## config.mk

```make
export PLATFORM = sky130hd
export DESIGN_NAME = modn_updown
export DESIGN_NICKNAME = d
export VERILOG_FILES = /design/src/rtl/modn_updown.sv
export SDC_FILE = /design/constraint.sdc
export NUM_CORES = 1
export LEC_CHECK = 0
export ABC_AREA = 1
export CORE_ASPECT_RATIO = 1.2
export CORE_UTILIZATION = 25
export CTS_CLUSTER_DIAMETER = 150
export DETAILED_ROUTE_END_ITERATION = 8
export GPL_TIMING_DRIVEN = 0
export MAX_ROUTING_LAYER = met4
export PLACE_DENSITY = 0.62
export SLEW_MARGIN = 20
export SYNTH_ARGS = -nofsm -noshare
export SYNTH_HDL_FRONTEND = slang
export SYNTH_SLANG_ARGS = --single-unit
```

## constraint.sdc

```tcl
create_clock -name clk_50 -period 4.6 [get_ports clk_50]
set_clock_uncertainty 0.15 [all_clocks]
set_input_delay 0.92 -clock clk_50 [delete_from_list [all_inputs] [get_ports clk_50]]
set_output_delay 0.92 -clock clk_50 [all_outputs]
set_load 0.05 [all_outputs]
```

## src/rtl/modn_updown.sv

```systemverilog
// Modulo-M up/down counter with optional prescaler, terminal-count flag, wrap pulse
// and range-checked load. Define MODN_WRAP_CNT_EN to build the saturating 8-bit wrap counter.
module modn_updown #(
    parameter int N = 4,
    parameter int M = 10,
    parameter int P = 1
) (
    input  logic         clk_50,
    input  logic         rst_n,
    input  logic         en,
    input  logic         up,
    input  logic         clr,
    input  logic         load,
    input  logic [N-1:0] load_val,
    output logic [N-1:0] cnt_num,
    output logic         tc,
    output logic         wrap,
    output logic         load_err,
    output logic [7:0]   wrap_cnt
);

    localparam int             PSC_W    = (P > 1) ? $clog2(P) : 1;
    localparam logic [PSC_W-1:0] PSC_LAST = PSC_W'(P - 1);
    localparam logic [PSC_W-1:0] PSC_ONE  = PSC_W'(1);
    localparam logic [N:0]     CNT_LAST = (N+1)'(M - 1);
    localparam logic [N:0]     CNT_MOD  = (N+1)'(M);
    localparam logic [N-1:0]   CNT_ONE  = N'(1);

    function automatic logic [7:0] sat_inc8(input logic [7:0] v);
        return (v == 8'hFF) ? v : v + 8'd1;
    endfunction

    logic [PSC_W-1:0] psc;
    logic [N:0]       cnt_ext;
    logic [N-1:0]     cnt_nxt;
    logic             tick;
    logic             term;
    logic             load_oor;

    // Comparisons are done one bit wider so M = 2**N cannot alias onto zero.
    assign cnt_ext  = {1'b0, cnt_num};
    assign tick     = en & (psc == PSC_LAST);
    assign term     = up ? (cnt_ext == CNT_LAST) : (cnt_ext == '0);
    assign tc       = tick & term & ~clr & ~load;
    assign load_oor = ({1'b0, load_val} >= CNT_MOD);

    always_comb begin
        cnt_nxt = cnt_num;
        if (up)
            cnt_nxt = term ? '0 : cnt_num + CNT_ONE;
        else
            cnt_nxt = term ? CNT_LAST[N-1:0] : cnt_num - CNT_ONE;
    end

    always_ff @(posedge clk_50 or negedge rst_n) begin
        if (!rst_n) begin
            cnt_num  <= '0;
            psc      <= '0;
            wrap     <= 1'b0;
            load_err <= 1'b0;
        end else begin
            wrap     <= tc;
            load_err <= 1'b0;
            if (clr) begin
                cnt_num <= '0;
                psc     <= '0;
            end else if (load) begin
                psc <= '0;
                if (load_oor) begin
                    cnt_num  <= CNT_LAST[N-1:0];
                    load_err <= 1'b1;
                end else begin
                    cnt_num <= load_val;
                end
            end else if (en) begin
                psc <= (psc == PSC_LAST) ? '0 : psc + PSC_ONE;
                if (tick)
                    cnt_num <= cnt_nxt;
            end
        end
    end

`ifdef MODN_WRAP_CNT_EN
    logic [7:0] wrap_cnt_q;

    always_ff @(posedge clk_50 or negedge rst_n) begin
        if (!rst_n)
            wrap_cnt_q <= 8'd0;
        else if (clr)
            wrap_cnt_q <= 8'd0;
        else if (tc)
            wrap_cnt_q <= sat_inc8(wrap_cnt_q);
    end

    assign wrap_cnt = wrap_cnt_q;
`else
    assign wrap_cnt = 8'd0;
`endif

endmodule

```

==> results.rst, run 1 <==
.. list-table::
   :header-rows: 1

   * - Metric
     - Value
   * - Initial core utilization
     - 0.270
   * - Class of the most critical setup path
     - in -> out
   * - Final instance area
     - 812 sq um
   * - Worst hold slack across all endpoints
     - 466 ps
   * - Postcts setup bufs
     - 0
   * - Placement row count
     - 18
   * - Die X
     - 45.4 um
   * - RSZ-0062 raised after global routing
     - no
   * - Yosys cell types
     - 17
   * - Total core area
     - 0.00209 sq mm
   * - Final cell utilization of the core
     - 0.388
   * - Synthesized area per cell
     - 6.35 sq um
   * - Y dimension of the die
     - 54.1 um
   * - Launch instance of the worst min-delay path
     - cnt_num[1]
   * - CTS tree
     - done
   * - Data arrival at the endpoint of the critical path
     - 2780 ps
   * - Worst setup slack after placement
     - 740 ps
   * - Final-report hold violation count
     - 0
   * - Clock sink count
     - 6
   * - Fmax
     - 260 MHz
   * - Leakage power total
     - 0.433 nW
   * - H-tree depth reported by CTS
     - 1
   * - Resized cells post-CTS
     - 0
   * - Cells after Synth
     - 89
   * - Critical path origin
     - up
   * - Cts-stage hold buffer count
     - 0
   * - Worst VDD drop
     - 0.000185 V
   * - Die area
     - 0.00246 sq mm
   * - CP Launch Type
     - input pin
   * - Count of buffers from port buffering
     - 16
   * - Final Setup Violations
     - 0
   * - Count of routing violations after the opening detailed-route iteration
     - 15
   * - Required @ worst endpoint
     - 3530 ps
   * - Fraction of layout cells with a size suffix above 1
     - 0.122
   * - Power per Cell Area
     - 243 mW/mm^2
   * - Total length of routed wires
     - 1.18 mm
   * - Initial antenna violation count
     - 0
   * - Max FO, Critical Path
     - 6
   * - Number of inserted filler cells in the final layout
     - 219
   * - Post-DR vias/cell
     - 4.13
   * - Worst Hold Class
     - reg -> reg
   * - Max Root-Sink Buffers
     - 2
   * - Tightest Pin Transition
     - 496 ps
   * - Root buf cell
     - sky130_fd_sc_hd__clkbuf_4
   * - Number of max-slew violations in the final report
     - 0
   * - Layout net count
     - 131
   * - Remaining global-route overflow
     - 0
   * - Routability congestion estimate from global placement
     - 0.812
   * - Pin count of the biggest net entering global routing
     - 9
   * - Number of routed nets with antenna violations
     - 0
   * - Reported max-cap violation count
     - 0
   * - Worst flop-to-flop path startpoint
     - cnt_num[0]
   * - DRC violations left
     - 0
   * - Boundary Pins
     - 25
   * - Detailed-placement wirelength estimate
     - 966 um
   * - Total vias in the final route
     - 599
   * - Shortest clock period the worst path allows after layout
     - 3850 ps
   * - Synthesized cell area
     - 566 sq um
   * - Number of global-route vias before repair
     - 427
   * - Detailed-route wire length per cell
     - 8.14 um
   * - Total negative slack
     - 0 ps
   * - CTS Buf Count
     - 3
   * - Flops & latches, synth
     - 6
   * - Area Overhead vs Synth
     - 43.6%
   * - Outcome
     - finished clean
   * - Detailed Routing Iterations Pass 1
     - 4
   * - Period utilisation layout
     - 0.837
   * - Relative slew slack
     - 0.668
   * - Clock slew at the register clock pins of the worst setup and hold paths
     - 40 ps
   * - Insertion delay of the later-clocked pin in the worst-skew pair
     - 240 ps
   * - Share of the yosys chip area belonging to registers
     - 0.265
   * - Area of placed instances
     - 790 sq um
   * - GRT Util Overall
     - 0.110
   * - Yosys warning count
     - 0
   * - Wire length of the first global-routing pass
     - 1.81 mm
   * - Number of antenna repair diodes
     - 0
   * - Worst-case setup margin in the final layout
     - 748 ps
   * - Nature of the critical path endpoint
     - output port
-- sequential cells by signal (all words and copies together), names as in the netlist --
register,flops
cnt_num,4
load_err,1
wrap,1
-- placed cells by master (no fill, tap or decap) --
cell type / Yosys / routed
sky130_fd_sc_hd__clkdlybuf4s50_1: 0 / 16
sky130_fd_sc_hd__buf_4: 8 / 8
sky130_fd_sc_hd__nand3_1: 6 / 6
sky130_fd_sc_hd__dfrtp_1: 6 / 6
sky130_fd_sc_hd__nand2_2: 2 / 2
sky130_fd_sc_hd__inv_1: 9 / 9
sky130_fd_sc_hd__a21boi_1: 1 / 1
sky130_fd_sc_hd__inv_2: 1 / 1
sky130_fd_sc_hd__clkbuf_4: 0 / 3
sky130_fd_sc_hd__o21ai_0: 5 / 5
sky130_fd_sc_hd__nand4_1: 2 / 2
sky130_fd_sc_hd__nor3_1: 2 / 2
sky130_fd_sc_hd__conb_1: 1 / 8
sky130_fd_sc_hd__ha_1: 4 / 4
sky130_fd_sc_hd__o211ai_1: 1 / 1
sky130_fd_sc_hd__nor2_1: 6 / 6
sky130_fd_sc_hd__nand2_1: 31 / 31
sky130_fd_sc_hd__o21ai_1: 1 / 1
sky130_fd_sc_hd__a21oi_1: 3 / 3
-- critical path, cell delays in order --
cell	delay, ps
sky130_fd_sc_hd__clkdlybuf4s50_1	580
sky130_fd_sc_hd__nand4_1	190
sky130_fd_sc_hd__a21oi_1	250
sky130_fd_sc_hd__clkdlybuf4s50_1	840
-- final timing paths --
kind                       slack (ps)  cells after the start         end
max                               750                      4          tc
min                               470                      2  cnt_num[1]
max reg2reg                      2990                      6  cnt_num[1]
min reg2reg                       470                      2  cnt_num[1]
max in group asynchronous        3340                      1    load_err
min in group asynchronous         760                      1  cnt_num[0]
-- cell type report --
class	instances	area [sq um]	area share
Sequential cell	6	150	0.185
Clock buffer	3	22.5	0.0277
Timing Repair Buffer	16	160	0.197
Inverter	10	37.5	0.0462
Multi-Input combinational cell	72	344	0.424
Tap cell	30	37.5	0.0462
Buffer	8	60.1	0.0740
-- where the power goes --
part | switching (mW) | leakage, nW | total [mW] | internal (mW)
Clock | 0.0172 | 0.0138 | 0.0466 | 0.0294
Combinational | 0.0564 | 0.340 | 0.0882 | 0.0318
Sequential | 0.00627 | 0.0798 | 0.0629 | 0.0566
-- metal layers --
metal,up-vias,global-route usage,routed length (um)
li1,318,-,-
met1,248,0.131,524
met2,29,0.148,537
met3,4,0.0369,90
met4,0,0.0859,29
met5,-,-,0
-- logic make-up (layout without fill, tap and decap cells) --
family          after synthesis  after routing  synth area share
other cells                   1              8           0.00663
fa+ha+maj                     4              4            0.0885
flops                         6              6             0.265
buf+inv                      18             37             0.173
compound gates               11             11             0.106
simple gates                 49             49             0.361
-- cell usage after synthesis (all sizes together) --
library cell | count | area [sq um]
nand2 | 33 | 129
inv | 10 | 37.5
buf | 8 | 60.1
dfrtp | 6 | 150
nand3 | 6 | 30.0
nor2 | 6 | 22.5
o21ai | 6 | 30.0
ha | 4 | 50.1
a21oi | 3 | 15.0
nand4 | 2 | 12.5
nor3 | 2 | 10.0
a21boi | 1 | 7.51
conb | 1 | 3.75
o211ai | 1 | 7.51
-- per-stage QoR --
stage	instances	power (mW)
2_1_floorplan	96	0.126
3_3_place_gp	142	0.150
3_5_place_dp	142	0.152
4_1_cts	145	0.200
5_1_grt	145	0.213
6_report	145	0.198
Note: power is estimated with default switching activity, not from simulation.
==> inputs of run 2 (changes only) <==
Clock period 4.6 ns to 3.7 ns, I/O delays scaled along.
==> results of run 2 <==
Same layout as run 1 (identical final DEF). Status: finished clean.
Among the figures that moved: setup slack after placement 740 ps -> 200 ps; setup slack after layout 748 ps -> 208 ps; register-to-register setup slack 2990 ps -> 2090 ps; total power 0.198 mW -> 0.246 mW; worst IR drop on VDD 0.000185 V -> 0.000229 V
==> inputs of run 3 (changes only) <==
Settings changed: ABC_CLOCK_PERIOD_IN_PS set to 3100, CTS_CLUSTER_SIZE set to 20, PLACE_DENSITY 0.62 to 0.64.
Clock period 3.7 ns to 3.1 ns, I/O delays scaled along.
==> run 3 against run 2 <==
Net effect:
- sequential power rose by 19%
- global-route usage rose by 0.72 points
- non-clock buffer count did not move
- total power rose by 20%
- hold slack got worse by 5.1 ps
- final cell count did not move
- register-to-register slack got worse by 620 ps
- flip-flop and latch count did not move
- count of clock-buffer cells in the layout did not move
- worst setup slack improved by 170 ps
- routed wire length rose by 2.1%
- critical path type unchanged
- largest cell class unchanged
==> results.rst, run 3 (synthesis gave the netlist of run 1 again) <==
.. list-table::
   :header-rows: 1

   * - Metric
     - Value
   * - Final Setup Violations
     - 0
   * - Number of antenna repair diodes
     - 0
   * - Placement row count
     - 18
   * - CTS tree
     - done
   * - Final-report hold violation count
     - 0
   * - Outcome
     - finished clean
   * - Count of routing violations after the opening detailed-route iteration
     - 4
   * - Largest stage delay on the critical path
     - 580 ps
   * - Total core area
     - 0.00209 sq mm
   * - Fmax
     - 367 MHz
   * - Reported max-cap violation count
     - 0
   * - CTS Buf Count
     - 3
   * - Data arrival at the endpoint of the critical path
     - 1950 ps
   * - Max Root-Sink Buffers
     - 2
   * - Commonest cells after routing, fill and taps aside
     - 31 x sky130_fd_sc_hd__nand2_1, 15 x sky130_fd_sc_hd__clkdlybuf4s50_1, 9 x sky130_fd_sc_hd__inv_1, 8 x sky130_fd_sc_hd__buf_4, 8 x sky130_fd_sc_hd__conb_1
   * - Sequential group share of total power
     - 0.316
   * - Root buf cell
     - sky130_fd_sc_hd__clkbuf_4
   * - Clock slew at the register clock pins of the worst setup and hold paths
     - 40 ps
   * - Shortest clock period the worst path allows after layout
     - 2720 ps
   * - Postcts setup bufs
     - 0
   * - Flip-flop count of the largest register after layout
     - 4
   * - Worst hold slack across all endpoints
     - 460 ps
   * - Nature of the critical path endpoint
     - output port
   * - Pin count of the biggest net entering global routing
     - 9
   * - Largest reg by FF count
     - cnt_num
   * - Detailed Routing Iterations Pass 1
     - 4
   * - Class of the most critical setup path
     - in -> out
   * - Number of global-route vias before repair
     - 515
   * - Power per Cell Area
     - 365 mW/mm^2
   * - Number of max-slew violations in the final report
     - 0
   * - Initial core utilization
     - 0.270
   * - Total length of routed wires
     - 1.21 mm
   * - Area Overhead vs Synth
     - 42.7%
   * - Required @ worst endpoint
     - 2330 ps
   * - Leakage power total
     - 0.435 nW
   * - H-tree depth reported by CTS
     - 1
   * - Remaining global-route overflow
     - 0
   * - Wire length of the first global-routing pass
     - 2.01 mm
   * - Cell Chain, Critical Path
     - clkdlybuf4s50_1 > nand4_1 > a21oi_1 > clkbuf_2
   * - Most common cell after layout, fill and taps aside
     - sky130_fd_sc_hd__nand2_1
   * - Y dimension of the die
     - 54.1 um
   * - Insertion delay of the later-clocked pin in the worst-skew pair
     - 240 ps
   * - CP Launch Type
     - input pin
   * - Worst Hold Class
     - in -> async
   * - Sum of buffers and inverters on the critical path
     - 2
   * - Worst VDD drop
     - 0.000205 V
   * - Cell Count Post-Placement
     - 142
   * - GRT Util Overall
     - 0.117
   * - Total vias in the final route
     - 607
   * - Die X
     - 45.4 um
   * - Critical Path Stages
     - 4
   * - Top delay family on crit path
     - buffers and inverters
   * - Non-filler instance count after layout
     - 145
   * - Detailed-route wire length per cell
     - 8.32 um
   * - Post-DR vias/cell
     - 4.19
   * - Cell-internal power
     - 0.175 mW
   * - Die area
     - 0.00246 sq mm
   * - Switching part of the total power
     - 0.407
   * - Biggest regs
     - cnt_num x4, load_err x1, wrap x1
   * - Period utilisation layout
     - 0.879
   * - Worst setup slack after placement
     - -160 ps
   * - Share of power burned in combinational logic
     - 0.445
   * - Resized cells post-CTS
     - 1
   * - Fraction of layout cells with a size suffix above 1
     - 0.130
   * - P_sw
     - 0.120 mW
   * - Boundary Pins
     - 25
   * - Total negative slack
     - 0 ps
   * - Number of routed nets with antenna violations
     - 0
   * - Count of buffers from port buffering
     - 16
   * - RSZ-0062 raised after global routing
     - no
   * - Worst R2R Path Depth
     - 6
   * - Post-layout power
     - 0.295 mW
   * - Routability congestion estimate from global placement
     - 0.816
   * - Cts-stage hold buffer count
     - 0
   * - Max FO, Critical Path
     - 6
   * - Layout net count
     - 131
   * - Clock sink count
     - 6
   * - Clk pwr share
     - 0.239
   * - Standard cell with the maximum stage delay on the critical path
     - sky130_fd_sc_hd__clkdlybuf4s50_1
   * - Initial antenna violation count
     - 0
   * - DRC violations left
     - 0
   * - Worst-case setup margin in the final layout
     - 376 ps
## run 3: power groups by stage
stage / logic, mW / clock network, mW / registers (mW)
floorplan: 0.0758 / 0 / 0.112
global placement: 0.129 / 0 / 0.0942
detailed placement: 0.131 / 0 / 0.0939
CTS: 0.131 / 0.0734 / 0.0928
global route: 0.144 / 0.0793 / 0.0939
finish: 0.131 / 0.0703 / 0.0931
## run 3: area by class of cell
| cell class | instances | area, sq um |
|---|---|---|
| Timing Repair Buffer | 16 | 155 |
| Fill cell | 235 | 1290 |
| Sequential cell | 6 | 150 |
| Buffer | 8 | 60.1 |
| Tap cell | 30 | 37.5 |
| Inverter | 10 | 37.5 |
| Clock buffer | 3 | 22.5 |
| Multi-Input combinational cell | 72 | 344 |
## run 3: routing by layer
layer  track usage  wire length [um]  part of all wire
met1         0.135               508              0.42
met2         0.190               615              0.51
met3        0.0101                75             0.062
met4        0.0758                 8            0.0066
met5             -                 0                 0
## run 3: per-stage QoR
stage,utilization,instance area (sq um)
floorplan,-,592
global placement,0.377,790
detailed placement,0.377,790
CTS,0.387,811
global route,0.385,807
finish,0.385,807
## run 3: path summary, 6_finish.rpt
kind                            slack [ps]       start    endpoint
worst max-delay path                   380          up          tc
worst min-delay path                   460       rst_n  cnt_num[1]
worst max register to register        1470  cnt_num[0]  cnt_num[1]
worst min register to register         460  cnt_num[1]  cnt_num[1]
max in group asynchronous             2130       rst_n  cnt_num[0]
min in group clk_50                    460  cnt_num[1]  cnt_num[1]
